File: src/rtl/secded_scrub_ctrl_if.sv
// Host and memory bus bundle for the SECDED scrub controller.
// slave is the controller's view; master is the host/memory environment's view.
interface secded_scrub_ctrl_if #(
    parameter int ADDR_W = 6
);
    logic              i_host_req;
    logic              i_host_we;
    logic [ADDR_W-1:0] i_host_addr;
    logic [7:0]        i_host_wdata;
    logic              o_host_gnt;
    logic              o_mem_en;
    logic              o_mem_we;
    logic [ADDR_W-1:0] o_mem_addr;
    logic [7:0]        o_mem_wdata;
    logic [7:0]        i_mem_rdata;

    modport slave (
        input  i_host_req,
        input  i_host_we,
        input  i_host_addr,
        input  i_host_wdata,
        input  i_mem_rdata,
        output o_host_gnt,
        output o_mem_en,
        output o_mem_we,
        output o_mem_addr,
        output o_mem_wdata
    );

    modport master (
        output i_host_req,
        output i_host_we,
        output i_host_addr,
        output i_host_wdata,
        output i_mem_rdata,
        input  o_host_gnt,
        input  o_mem_en,
        input  o_mem_we,
        input  o_mem_addr,
        input  o_mem_wdata
    );
endinterface

File: src/rtl/secded_scrub_ctrl.sv
// Background SECDED scrubber sharing a single-port memory with a host that always wins.
// Each step reads one word, fixes single-bit errors by write-back and logs double errors.
module secded_scrub_ctrl #(
    parameter int ADDR_W     = 6,
    parameter int INTERVAL_W = 16,
    parameter int CNT_W      = 8
) (
    input  logic                  i_clk,
    input  logic                  i_rst,
    input  logic                  i_scrub_en,
    input  logic [INTERVAL_W-1:0] i_interval,
    secded_scrub_ctrl_if.slave    bus,
    output logic [CNT_W-1:0]      o_ce_cnt,
    output logic [CNT_W-1:0]      o_ue_cnt,
    output logic                  o_ue_irq,
    output logic [ADDR_W-1:0]     o_ue_addr,
    output logic                  o_pass_done,
    output logic                  o_busy
);

    localparam int DEPTH = 2 ** ADDR_W;
    localparam logic [ADDR_W-1:0] LAST_ADDR = ADDR_W'(DEPTH - 1);
    localparam logic [CNT_W-1:0]  CNT_MAX   = {CNT_W{1'b1}};

    typedef enum logic [2:0] {
        IDLE = 3'd0,
        RD   = 3'd1,
        WAIT = 3'd2,
        CHK  = 3'd3,
        WB   = 3'd4
    } state_t;

    state_t                  state_reg;
    state_t                  state_next;

    logic [INTERVAL_W-1:0]   timer_reg;
    logic                    timer_load_reg;
    logic [ADDR_W-1:0]       scrub_addr_reg;
    logic [7:0]              data_reg;
    logic                    hazard_reg;
    logic [CNT_W-1:0]        ce_cnt_reg;
    logic [CNT_W-1:0]        ue_cnt_reg;
    logic                    ue_irq_reg;
    logic [ADDR_W-1:0]       ue_addr_reg;

    logic [2:0]              syndrome;
    logic                    parity;
    logic                    word_clean;
    logic                    word_correctable;
    logic [7:0]              corr_word;
    logic                    host_wr_hit;
    logic                    in_window;
    logic                    cancel;

    logic                    advance;
    logic                    do_ce;
    logic                    do_ue;
    logic                    scrub_rd;
    logic                    scrub_wr;
    logic                    scrub_go;

    // Syndrome and overall parity of the captured word
    assign syndrome[0] = data_reg[0] ^ data_reg[2] ^ data_reg[4] ^ data_reg[6];
    assign syndrome[1] = data_reg[1] ^ data_reg[2] ^ data_reg[5] ^ data_reg[6];
    assign syndrome[2] = data_reg[3] ^ data_reg[4] ^ data_reg[5] ^ data_reg[6];
    assign parity      = ^data_reg;

    assign word_clean       = (syndrome == 3'd0) && !parity;
    assign word_correctable = parity;

    // A zero syndrome with odd parity means the overall parity bit itself flipped
    genvar gi;
    generate
        for (gi = 0; gi < 7; gi++) begin : g_fix
            assign corr_word[gi] = data_reg[gi] ^ (syndrome == 3'(gi + 1));
        end
    endgenerate
    assign corr_word[7] = data_reg[7] ^ (syndrome == 3'd0);

    assign host_wr_hit = bus.i_host_req && bus.i_host_we &&
                         (bus.i_host_addr == scrub_addr_reg);
    assign in_window   = (state_reg == WAIT) || (state_reg == CHK) || (state_reg == WB);
    assign cancel      = hazard_reg || (in_window && host_wr_hit);

    // State register
    always_ff @(posedge i_clk) begin
        if (i_rst) begin
            state_reg <= IDLE;
        end else begin
            state_reg <= state_next;
        end
    end

    // Next-state and step actions
    always_comb begin
        state_next = state_reg;
        advance    = 1'b0;
        do_ce      = 1'b0;
        do_ue      = 1'b0;
        scrub_rd   = 1'b0;
        scrub_wr   = 1'b0;
        case (state_reg)
            IDLE: begin
                if (!timer_load_reg && i_scrub_en && (timer_reg == '0)) begin
                    state_next = RD;
                end
            end
            RD: begin
                if (!bus.i_host_req) begin
                    scrub_rd   = 1'b1;
                    state_next = WAIT;
                end
            end
            WAIT: begin
                state_next = CHK;
            end
            CHK: begin
                // A host write to this word makes the read stale: drop the whole step
                if (cancel || word_clean) begin
                    advance = 1'b1;
                end else if (word_correctable) begin
                    state_next = WB;
                end else begin
                    do_ue   = 1'b1;
                    advance = 1'b1;
                end
            end
            WB: begin
                if (cancel) begin
                    advance = 1'b1;
                end else if (!bus.i_host_req) begin
                    scrub_wr = 1'b1;
                    do_ce    = 1'b1;
                    advance  = 1'b1;
                end
            end
            default: begin
                state_next = IDLE;
            end
        endcase
        if (advance) begin
            state_next = IDLE;
        end
    end

    // Port mux and status outputs; the scrubber never drives the port during reset
    always_comb begin
        scrub_go          = (scrub_rd || scrub_wr) && !i_rst;
        bus.o_host_gnt    = bus.i_host_req;
        bus.o_mem_en      = 1'b0;
        bus.o_mem_we      = 1'b0;
        bus.o_mem_addr    = '0;
        bus.o_mem_wdata   = '0;
        if (bus.i_host_req) begin
            bus.o_mem_en    = 1'b1;
            bus.o_mem_we    = bus.i_host_we;
            bus.o_mem_addr  = bus.i_host_addr;
            bus.o_mem_wdata = bus.i_host_wdata;
        end else if (scrub_go) begin
            bus.o_mem_en    = 1'b1;
            bus.o_mem_we    = scrub_wr;
            bus.o_mem_addr  = scrub_addr_reg;
            bus.o_mem_wdata = corr_word;
        end
        o_pass_done = advance && (scrub_addr_reg == LAST_ADDR) && !i_rst;
        o_busy      = (state_reg != IDLE) && !i_rst;
        o_ce_cnt    = ce_cnt_reg;
        o_ue_cnt    = ue_cnt_reg;
        o_ue_irq    = ue_irq_reg;
        o_ue_addr   = ue_addr_reg;
    end

    // Datapath: timer, scrub pointer, captured word, hazard flag and error log
    always_ff @(posedge i_clk) begin
        if (i_rst) begin
            timer_reg      <= '0;
            timer_load_reg <= 1'b1;
            scrub_addr_reg <= '0;
            data_reg       <= '0;
            hazard_reg     <= 1'b0;
            ce_cnt_reg     <= '0;
            ue_cnt_reg     <= '0;
            ue_irq_reg     <= 1'b0;
            ue_addr_reg    <= '0;
        end else begin
            ue_irq_reg <= do_ue;

            if (state_reg == IDLE) begin
                if (timer_load_reg) begin
                    timer_reg      <= i_interval;
                    timer_load_reg <= 1'b0;
                end else if (i_scrub_en && (timer_reg != '0)) begin
                    timer_reg <= timer_reg - INTERVAL_W'(1);
                end
            end

            if (state_reg == WAIT) begin
                data_reg <= bus.i_mem_rdata;
            end

            if (advance) begin
                timer_reg      <= i_interval;
                scrub_addr_reg <= scrub_addr_reg + ADDR_W'(1);
                hazard_reg     <= 1'b0;
            end else if (in_window && host_wr_hit) begin
                hazard_reg <= 1'b1;
            end

            if (do_ce && (ce_cnt_reg != CNT_MAX)) begin
                ce_cnt_reg <= ce_cnt_reg + CNT_W'(1);
            end

            if (do_ue) begin
                ue_addr_reg <= scrub_addr_reg;
                if (ue_cnt_reg != CNT_MAX) begin
                    ue_cnt_reg <= ue_cnt_reg + CNT_W'(1);
                end
            end
        end
    end

endmodule

File: src/flat_wrapper.sv
// flat-port wrapper written by rule: the top's interface ports become plain ports
module secded_scrub_ctrl_flat 
#(
    parameter int ADDR_W     = 6,
    parameter int INTERVAL_W = 16,
    parameter int CNT_W      = 8
)
  (i_clk, i_rst, i_scrub_en, i_interval, o_ce_cnt, o_ue_cnt, o_ue_irq, o_ue_addr, o_pass_done, o_busy, bus_i_host_req, bus_i_host_we, bus_i_host_addr, bus_i_host_wdata, bus_i_mem_rdata, bus_o_host_gnt, bus_o_mem_en, bus_o_mem_we, bus_o_mem_addr, bus_o_mem_wdata);
  secded_scrub_ctrl_if #(.ADDR_W(ADDR_W)) bus_i ();
  input  logic i_clk;
  input  logic i_rst;
  input  logic i_scrub_en;
  input  logic [INTERVAL_W-1:0] i_interval;
  output logic [CNT_W-1:0] o_ce_cnt;
  output logic [CNT_W-1:0] o_ue_cnt;
  output logic o_ue_irq;
  output logic [ADDR_W-1:0] o_ue_addr;
  output logic o_pass_done;
  output logic o_busy;
  input wire logic [$bits(bus_i.i_host_req)-1:0] bus_i_host_req;
  input wire logic [$bits(bus_i.i_host_we)-1:0] bus_i_host_we;
  input wire logic [$bits(bus_i.i_host_addr)-1:0] bus_i_host_addr;
  input wire logic [$bits(bus_i.i_host_wdata)-1:0] bus_i_host_wdata;
  input wire logic [$bits(bus_i.i_mem_rdata)-1:0] bus_i_mem_rdata;
  output wire logic [$bits(bus_i.o_host_gnt)-1:0] bus_o_host_gnt;
  output wire logic [$bits(bus_i.o_mem_en)-1:0] bus_o_mem_en;
  output wire logic [$bits(bus_i.o_mem_we)-1:0] bus_o_mem_we;
  output wire logic [$bits(bus_i.o_mem_addr)-1:0] bus_o_mem_addr;
  output wire logic [$bits(bus_i.o_mem_wdata)-1:0] bus_o_mem_wdata;
  assign bus_i.i_host_req = bus_i_host_req;
  assign bus_i.i_host_we = bus_i_host_we;
  assign bus_i.i_host_addr = bus_i_host_addr;
  assign bus_i.i_host_wdata = bus_i_host_wdata;
  assign bus_i.i_mem_rdata = bus_i_mem_rdata;
  assign bus_o_host_gnt = bus_i.o_host_gnt;
  assign bus_o_mem_en = bus_i.o_mem_en;
  assign bus_o_mem_we = bus_i.o_mem_we;
  assign bus_o_mem_addr = bus_i.o_mem_addr;
  assign bus_o_mem_wdata = bus_i.o_mem_wdata;
  secded_scrub_ctrl #(.ADDR_W(ADDR_W), .INTERVAL_W(INTERVAL_W), .CNT_W(CNT_W)) u_core (.i_clk(i_clk), .i_rst(i_rst), .i_scrub_en(i_scrub_en), .i_interval(i_interval), .bus(bus_i), .o_ce_cnt(o_ce_cnt), .o_ue_cnt(o_ue_cnt), .o_ue_irq(o_ue_irq), .o_ue_addr(o_ue_addr), .o_pass_done(o_pass_done), .o_busy(o_busy));
endmodule
File: config.mk
export PLATFORM = sky130hd
export DESIGN_NAME = secded_scrub_ctrl_flat
export DESIGN_NICKNAME = d
export VERILOG_FILES = /design/src/rtl/secded_scrub_ctrl_if.sv /design/src/rtl/secded_scrub_ctrl.sv /design/src/flat_wrapper.sv
export SDC_FILE = /design/constraint.sdc
export NUM_CORES = 1
export LEC_CHECK = 0
export BUFFER_PORTS_ARGS = -buffer_cell sky130_fd_sc_hd__buf_4
export CAP_MARGIN = 20
export CORE_UTILIZATION = 29
export CTS_CLUSTER_SIZE = 12
export DETAILED_ROUTE_END_ITERATION = 7
export GPL_ROUTABILITY_DRIVEN = 0
export GPL_TIMING_DRIVEN = 0
export PLACE_DENSITY_LB_ADDON = 0.3
export SETUP_SLACK_MARGIN = 0.02
export SLEW_MARGIN = 20
export SYNTH_ARGS = -nofsm -noshare
export SYNTH_HDL_FRONTEND = slang
export SYNTH_SLANG_ARGS = --single-unit
File: constraint.sdc
create_clock -name i_clk -period 5.65 [get_ports i_clk]
set_input_delay 1.13 -clock i_clk [delete_from_list [all_inputs] [get_ports i_clk]]
set_output_delay 1.13 -clock i_clk [all_outputs]
set_load 0.005 [all_outputs]
* Yosys cells after proc, flatten, opt, wreduce, memory -nomap -nowiden
Index checks and enable logic that the tools add are counted.
** Storage, ports and cells
- Register bits after elaboration :: 58
- Input bits :: 43
** Operators by class
- Reduce and logical (&&, ||, !) cells :: 32
- Bitwise gates (word level) :: 18
- $add $sub $neg :: 4
- Mux-type cells :: 27
- Eq/ne operators :: 19
** Operators with widths (number)
- $mux W16 :: 4
- $xor A1 B1 Y1 :: 17
- $add A8 B1 Y8 const B :: 2
- $logic_not A16 Y1 :: 1
- $mux W8 :: 2
- $ne A8 B8 Y1 const B :: 2
- $reduce_bool A16 Y1 :: 1
- $sub A16 B1 Y16 const B :: 1
- $eq A3 B3 Y1 const B :: 5
- $pmux W3 S5 :: 1
- $mux W1 :: 13
- $eq A3 B2 Y1 const B :: 4
- $logic_and A1 B1 Y1 :: 12
- $mux W3 :: 4
- $mux W6 :: 2
- $reduce_xor A8 Y1 :: 1
- $add A6 B1 Y6 const B :: 1
- $eq A3 B1 Y1 const B :: 2
- $eq A6 B6 Y1 :: 1
- $eq A6 B6 Y1 const B :: 1
- $logic_not A3 Y1 :: 2
- $reduce_bool A3 Y1 :: 2
- $logic_or A1 B1 Y1 :: 5
- $reduce_and A5 Y1 :: 1
- other kinds (8) :: 13

* Depth between registers and ports, before layout
Gate-level depths: netlist (run 1).
- Word-level depth :: 11
- Gate-level depth with buffers :: 10
- Mapped depth without buffers :: 8

* Worst setup path before layout (run 1)
OpenSTA, ideal clock, no wires.
- Kind :: in2out
- From :: input port bus_i_host_addr[4]
- To :: output port o_pass_done
- Data arrival time :: 2712 ps
- Cell stages on the path :: 6
- Path slack :: 1808 ps
- Data required time :: 4520 ps
- Cell sequence :: xor2_1 nor4_2 a22o_1 o32ai_4 buf_4 nor4b_1
** On the way
- Cells in the longest elaborated chain, start to end :: 9
** Ends and longest elaborated chain
- from (decl) :: RTL line flat_wrapper.sv:22 : input wire logic [$bits(bus_i.i_host_addr)-1:0] bus_i_host_addr;
- $eq A6 B6 Y1 * :: RTL line secded_scrub_ctrl.sv:81 : (bus.i_host_addr == scrub_addr_reg);
- $logic_and A1 B1 Y1 * :: RTL line secded_scrub_ctrl.sv:80 : assign host_wr_hit = bus.i_host_req && bus.i_host_we &&
- $logic_and A1 B1 Y1 * :: RTL line secded_scrub_ctrl.sv:83 : assign cancel = hazard_reg || (in_window && host_wr_hit);
- $logic_or A1 B1 Y1 * :: RTL line secded_scrub_ctrl.sv:83
- $logic_or A1 B1 Y1 :: RTL line secded_scrub_ctrl.sv:119 : if (cancel || word_clean) begin
- $mux W1 :: RTL line secded_scrub_ctrl.sv:119
- $pmux W1 S2 * :: RTL line secded_scrub_ctrl.sv:102 : case (state_reg)
- $logic_and A1 B1 Y1 * (2 in series) :: RTL line secded_scrub_ctrl.sv:165 : o_pass_done = advance && (scrub_addr_reg == LAST_ADDR) && !i_rst;
- to (decl) :: RTL line flat_wrapper.sv:18 : output logic o_pass_done;
Mark *: on every way between the ends. The rest lies on a longest branch, timed or not.

* Worst setup path in the final report (run 1)
- From :: input port bus_i_host_addr[4]
- To :: output port bus_o_mem_addr[2]
** On the way
- Cells in the longest elaborated chain, start to end :: 10
** Ends and longest elaborated chain
- $eq A6 B6 Y1 :: RTL line secded_scrub_ctrl.sv:81
- $logic_and A1 B1 Y1 :: RTL line secded_scrub_ctrl.sv:80
- $logic_and A1 B1 Y1 :: RTL line secded_scrub_ctrl.sv:83
- $logic_or A1 B1 Y1 :: RTL line secded_scrub_ctrl.sv:83
- $mux W1 :: RTL line secded_scrub_ctrl.sv:129 : if (cancel) begin
- $mux W1 :: RTL line secded_scrub_ctrl.sv:102
- $logic_or A1 B1 Y1 :: RTL line secded_scrub_ctrl.sv:148 : scrub_go = (scrub_rd || scrub_wr) && !i_rst;
- $logic_and A1 B1 Y1 :: RTL line secded_scrub_ctrl.sv:148
- $mux W6 :: RTL line secded_scrub_ctrl.sv:159 : end else if (scrub_go) begin
- $mux W6 :: RTL line secded_scrub_ctrl.sv:154 : if (bus.i_host_req) begin
- to (decl) :: RTL line flat_wrapper.sv:28 : output wire logic [$bits(bus_i.o_mem_addr)-1:0] bus_o_mem_addr;
No other way between the ends.

==> out/metrics.yaml, run 1 <==
irDropWorstVdd_mv: 0.189
max-cap-violations: 0
grt_usage_pct: 16.7
ys_seq_elements: 58
cpMaxStageDelayCell: "nor4_2"
syn2layout_area_growth_pct: 32.9
grt_max_degree: 12
cts.clk_slew.worst_paths_ps: 50
die_x_um: 114
final_cell_mix: "90 x buf_4, 58 x dfxtp_1, 44 x nor2_1"
drcViolationCount: 0
syn_avg_cell_area_sq_um: 8.50
pin_count: 85
drt-initial-drc-count: 234
worstPathArrival_ps: 3740
ys_seq_area_share_pct: 31.9
antenna_found_initial: 0
antennaDiodeCount: 0
reg2reg_slack_ps: 2780
pre_cts_ws_ps: 843
clk_path_buf_depth: 2
clk_latency_ps: 330
fin_skew_ps: 6.48
htree_levels: 3
multi_input_area_sq_um: 2330
layout.nets: 570
worstPathMaxFanout: 10
drv_slew: 0
grt_pass1_wl_mm: 17.1
crit_top_cell: "buf_4"
hold_end: "u_core.timer_reg[13]"
cp.depth: 8
cts_tree: "done"
die_area_sq_um: 13000
synth-main-ff-cell: "dfxtp_1"
cts.repair.resized: 0
path_cells: "buf_4 -> xor2_1 -> nor4_2 -> a31oi_1 -> and3b_1 -> o21ai_1 -> o21ai_0 -> buf_4"
powerDensity_nw_per_um2: 472
nFillCells: 1281
largest_register_ffs: 16
status: "finished clean"
ant_nets: 0
setup_slack_ps: 783
drtPass1Iterations: 5
p_leak_nw: 1.95
slew_headroom_pct: 35.7
finalSetupTns_ps: 0
cp_num_buf_inv: 2
setup_viol: 0
layout_commonest_cell: "buf_4"
synthesis.area_sq_um: 3640
start_kind: "primary input"
crit_path_max_incr_delay_ps: 630
cts_hold_buffers: 0
post-cts-setup-buffers: 0
min_period_ps: 4870
vias_per_cell: 5.17
final_area_sq_um: 4840
syn_inst: 428
yosys_warnings: 0
r2r_cells: 10
gr-total-overflow: 0
hold_violations: 0
row_count: 40
synth.net_count: 475
hpwl_mm: 7.61
coreArea_sq_um: 12100
drive_gt1_share_pct: 25.0
dpl-instance-area_sq_um: 4480
r2r_end: "u_core.timer_reg[6]"
start_util_pct: 30.1
wirelength_mm: 10.4
r2r_start: "u_core.timer_reg[0]"
avgRoutedWirePerCell_um: 14.9
timing.final.crit_share_pct: 86.1
cts.sinks: 58
max_freq_mhz: 205
min_path_type: "reg -> reg"
io_buffers: 84
end_kind: "output pin"
critPathTopFamily: "compound AO/OA/AOI/OAI gates"
cts_made_buffers: 9
dieHeight_um: 114
holdCritStartpoint: "u_core.timer_reg[13]"
tightest_slew_ps: 961
regArea_sq_um: 1160
hold_depth: 2
rsz0062_at_grt: "false"
critPathRequiredTime_ps: 4520
critPathKind: "in -> out"
vias: 3597
ys_types: 70
clockRootBuffer: "clkbuf_16"
grt_pass1_vias: 3484
async_flop_share_pct: 0
synth_edf_count: 0
[cell usage after synthesis, drive strengths merged, types with 3 or more instances]
| library cell | number | area [sq um] |
|---|---|---|
| nand2b | 4 | 25.0 |
| dfxtp | 58 | 1160 |
| o21ai | 29 | 145 |
| nor2 | 45 | 171 |
| clkbuf | 10 | 37.5 |
| inv | 12 | 45.0 |
| a31oi | 3 | 18.8 |
| xnor2 | 16 | 208 |
| o21a | 3 | 22.5 |
| ha | 4 | 50.1 |
| nand3 | 17 | 85.1 |
| nor3 | 15 | 75.1 |
| nor4 | 6 | 43.8 |
| and3 | 7 | 45.1 |
| nor2b | 4 | 25.0 |
| or4 | 11 | 82.6 |
| nand2 | 31 | 119 |
| a21oi | 23 | 115 |
| or3 | 7 | 43.8 |
| o31ai | 7 | 52.6 |
| o22ai | 13 | 81.3 |
| xor2 | 12 | 105 |
| mux2i | 30 | 300 |
| nand4 | 4 | 40.0 |
| a22o | 7 | 62.6 |
| buf | 11 | 68.8 |
[metrics by stage]
step / hold WS (ps) / utilization, % / power, mW / std cells
6_report: 476 / 39.9 / 2.28 / 696
3_3_place_gp: 463 / 37.0 / 1.61 / 680
2_1_floorplan: 452 / - / 1.37 / 428
5_1_grt: 525 / 39.9 / 2.45 / 696
3_5_place_dp: 468 / 37.0 / 1.63 / 680
4_1_cts: 477 / 39.9 / 2.29 / 696
[report_power, final]
part | switching (mW) | total (mW) | internal (mW)
combinational | 0.619 | 1.07 | 0.450
sequential | 0.0845 | 0.570 | 0.486
clock | 0.202 | 0.645 | 0.443
[worst reg2reg max path: stages, from the launching register on]
cell and delay, ps:
dfxtp_1 360, inv_1 100, ha_1 210, nor4b_1 520, or4b_1 480, buf_2 190, nor2_2 180, o21a_1 200
a21o_2 200, buf_4 200, o22ai_1 100
[cell families after synthesis]
kind of cell | count (synthesis) | share of synthesized area, %
AO/OA/AOI/OAI | 106 | 20.4
XOR/XNOR | 29 | 9.21
adder cells (fa/ha/maj) | 4 | 1.38
buffers and inverters | 34 | 4.26
flip-flops | 58 | 31.9
multiplexers | 32 | 8.87
AND/OR/NAND/NOR | 165 | 24.0
[metal layers]
layer | vias up | global-route usage (%) | routed length (um)
li1 | 1778 | - | -
met5 | - | 0 | 0
met2 | 139 | 26.4 | 4720
met3 | 11 | 4.30 | 704
met1 | 1669 | 21.6 | 4780
met4 | 0 | 7.01 | 172
[cell type report]
type	instances	share of cell area, %
flip-flops and latches	58	24.0
multi-input cells	336	48.1
clock buffers	10	4.94
repair buffers	84	13.0
inverters	13	1.01
plain buffers	21	2.20
clock inverters	6	2.35
well taps	168	4.34
[worst max-delay path by stage]
| stage | startpoint | to | slack (ps) |
|---|---|---|---|
| floorplan | bus_i_host_addr[4] | o_pass_done | 1810 |
| global placement | bus_i_host_addr[4] | bus_o_mem_addr[2] | 870 |
| detailed placement | bus_i_host_addr[4] | bus_o_mem_addr[2] | 840 |
| CTS | bus_i_host_addr[4] | bus_o_mem_addr[2] | 820 |
| global route | bus_i_host_addr[4] | bus_o_mem_addr[2] | 660 |
| finish | bus_i_host_addr[4] | bus_o_mem_addr[2] | 780 |
(Power assumes the default switching activity.)
==> run 2: changes to the inputs <==
--- a/config.mk
+++ b/config.mk
@@ -5,9 +5,10 @@
 export SDC_FILE = /design/constraint.sdc
 export NUM_CORES = 1
 export LEC_CHECK = 0
-export BUFFER_PORTS_ARGS = -buffer_cell sky130_fd_sc_hd__buf_4
+export BUFFER_PORTS_ARGS = -buffer_cell sky130_fd_sc_hd__buf_2
 export CAP_MARGIN = 20
 export CORE_UTILIZATION = 29
+export CTS_BUF_LIST = sky130_fd_sc_hd__clkbuf_8
 export CTS_CLUSTER_SIZE = 12
 export DETAILED_ROUTE_END_ITERATION = 7
 export GPL_ROUTABILITY_DRIVEN = 0
==> run 2 against run 1 <==
  * Count of clock-buffer cells in the layout down 1
  * Die area unchanged
  * Cell area down 6.6%
  * Maximum frequency up 2.9%
  * Critical path depth unchanged
  * Largest power group unchanged
==> out/metrics.yaml, run 2 (same netlist as run 1, synthesis figures left out) <==
fin_skew_ps: 9.02
holdCritStartpoint: "u_core.timer_reg[13]"
drv_slew: 0
cts_hold_buffers: 0
setup_viol: 0
r2r_cells: 10
largest_register_ffs: 16
r2r_end: "u_core.timer_reg[6]"
critPathKind: "in -> out"
ant_nets: 0
hold_violations: 0
grt_pass1_wl_mm: 17.0
tightest_slew_ps: 951
gr-total-overflow: 0
cts.clk_slew.worst_paths_ps: 70
pin_count: 85
grt_usage_pct: 16.6
dpl-instance-area_sq_um: 4270
clk_latency_ps: 350
path_cells: "buf_2 -> xor2_1 -> nor4_2 -> a31oi_1 -> and3b_1 -> o21ai_1 -> o21ai_0 -> buf_2"
finalSetupTns_ps: 0
coreArea_sq_um: 12100
powerDensity_nw_per_um2: 463
clk_path_buf_depth: 2
worstPathArrival_ps: 3600
hold_end: "u_core.timer_reg[13]"
critPathRequiredTime_ps: 4520
final_area_sq_um: 4520
cts_made_buffers: 9
min_path_type: "reg -> reg"
vias_per_cell: 5.13
worstPathMaxFanout: 10
start_kind: "primary input"
final_cell_mix: "88 x buf_2, 58 x dfxtp_1, 44 x nor2_1"
r2r_start: "u_core.timer_reg[0]"
crit_top_cell: "buf_2"
hold_depth: 2
irDropWorstVdd_mv: 0.186
antennaDiodeCount: 0
vias: 3571
clockRootBuffer: "clkbuf_8"
io_buffers: 84
syn2layout_area_growth_pct: 24.1
drt-initial-drc-count: 164
wirelength_mm: 10.2
die_area_sq_um: 13000
timing.final.crit_share_pct: 83.8
status: "finished clean"
drcViolationCount: 0
cts_tree: "done"
avgRoutedWirePerCell_um: 14.7
drtPass1Iterations: 5
nFillCells: 1334
antenna_found_initial: 0
crit_path_max_incr_delay_ps: 590
layout_commonest_cell: "buf_2"
end_kind: "output pin"
start_util_pct: 30.1
max-cap-violations: 0
grt_pass1_vias: 3454
hpwl_mm: 7.54
max_freq_mhz: 211
reg2reg_slack_ps: 2830
drive_gt1_share_pct: 25.0
cts.sinks: 58
row_count: 40
min_period_ps: 4730
cts.repair.resized: 0
die_x_um: 114
dieHeight_um: 114
layout.nets: 570
p_leak_nw: 1.87
cpMaxStageDelayCell: "o21ai_1"
post-cts-setup-buffers: 0
slew_headroom_pct: 36.4
rsz0062_at_grt: "false"
grt_max_degree: 12
htree_levels: 3
-- run 2: per-stage QoR --
| stage | total power [mW] | utilization, % | hold slack (ps) | std cells | setup WS (ps) |
|---|---|---|---|---|---|
| after global routing | 2.25 | 37.3 | 517 | 696 | 674 |
| after floorplan | 1.37 | - | 452 | 428 | 1810 |
| after detailed placement | 1.61 | 35.3 | 471 | 680 | 871 |
| final | 2.09 | 37.3 | 484 | 696 | 918 |
| after global placement | 1.59 | 35.3 | 463 | 680 | 928 |
| after CTS | 2.10 | 37.3 | 484 | 696 | 850 |
-- run 2: final cells by class --
type | count | area [sq um] | area share [%]
repair buffers | 84 | 420 | 9.31
plain buffers | 21 | 106 | 2.35
flip-flops and latches | 58 | 1160 | 25.7
clock inverters | 7 | 118 | 2.60
clock buffers | 9 | 124 | 2.74
inverters | 13 | 48.8 | 1.08
multi-input cells | 336 | 2330 | 51.6
well taps | 168 | 210 | 4.65
-- run 2: metal layers --
layer / vias up / GRT usage [%] / wire length (um)
met5: - / 0 / 0
met4: 0 / 4.33 / 119
met3: 12 / 4.52 / 645
met2: 126 / 26.5 / 4580
met1: 1658 / 22.0 / 4880
li1: 1775 / - / -
-- run 2: worst max path at each step --
stage / depth (start not counted) / slack [ps] / from / to
2_1_floorplan: 6 / 1810 / bus_i_host_addr[4] / o_pass_done
3_3_place_gp: 8 / 930 / bus_i_host_addr[4] / bus_o_mem_addr[2]
3_5_place_dp: 8 / 870 / bus_i_host_addr[4] / bus_o_mem_addr[2]
4_1_cts: 8 / 850 / bus_i_host_addr[4] / bus_o_mem_addr[2]
5_1_grt: 8 / 670 / bus_i_host_addr[4] / bus_o_mem_wdata[7]
6_report: 8 / 920 / bus_i_host_addr[4] / bus_o_mem_addr[2]
-- run 2: power by group --
part / internal, mW / switching, mW / total (mW)
Sequential: 0.485 / 0.0820 / 0.567
Combinational: 0.435 / 0.607 / 1.04
Clock: 0.293 / 0.189 / 0.482
-- run 2: critical path: cells and delay by family --
family	cells	cell delay, ps
simple gates	2	890
xor+xnor	1	140
compound gates	3	1160
buf+inv	2	280
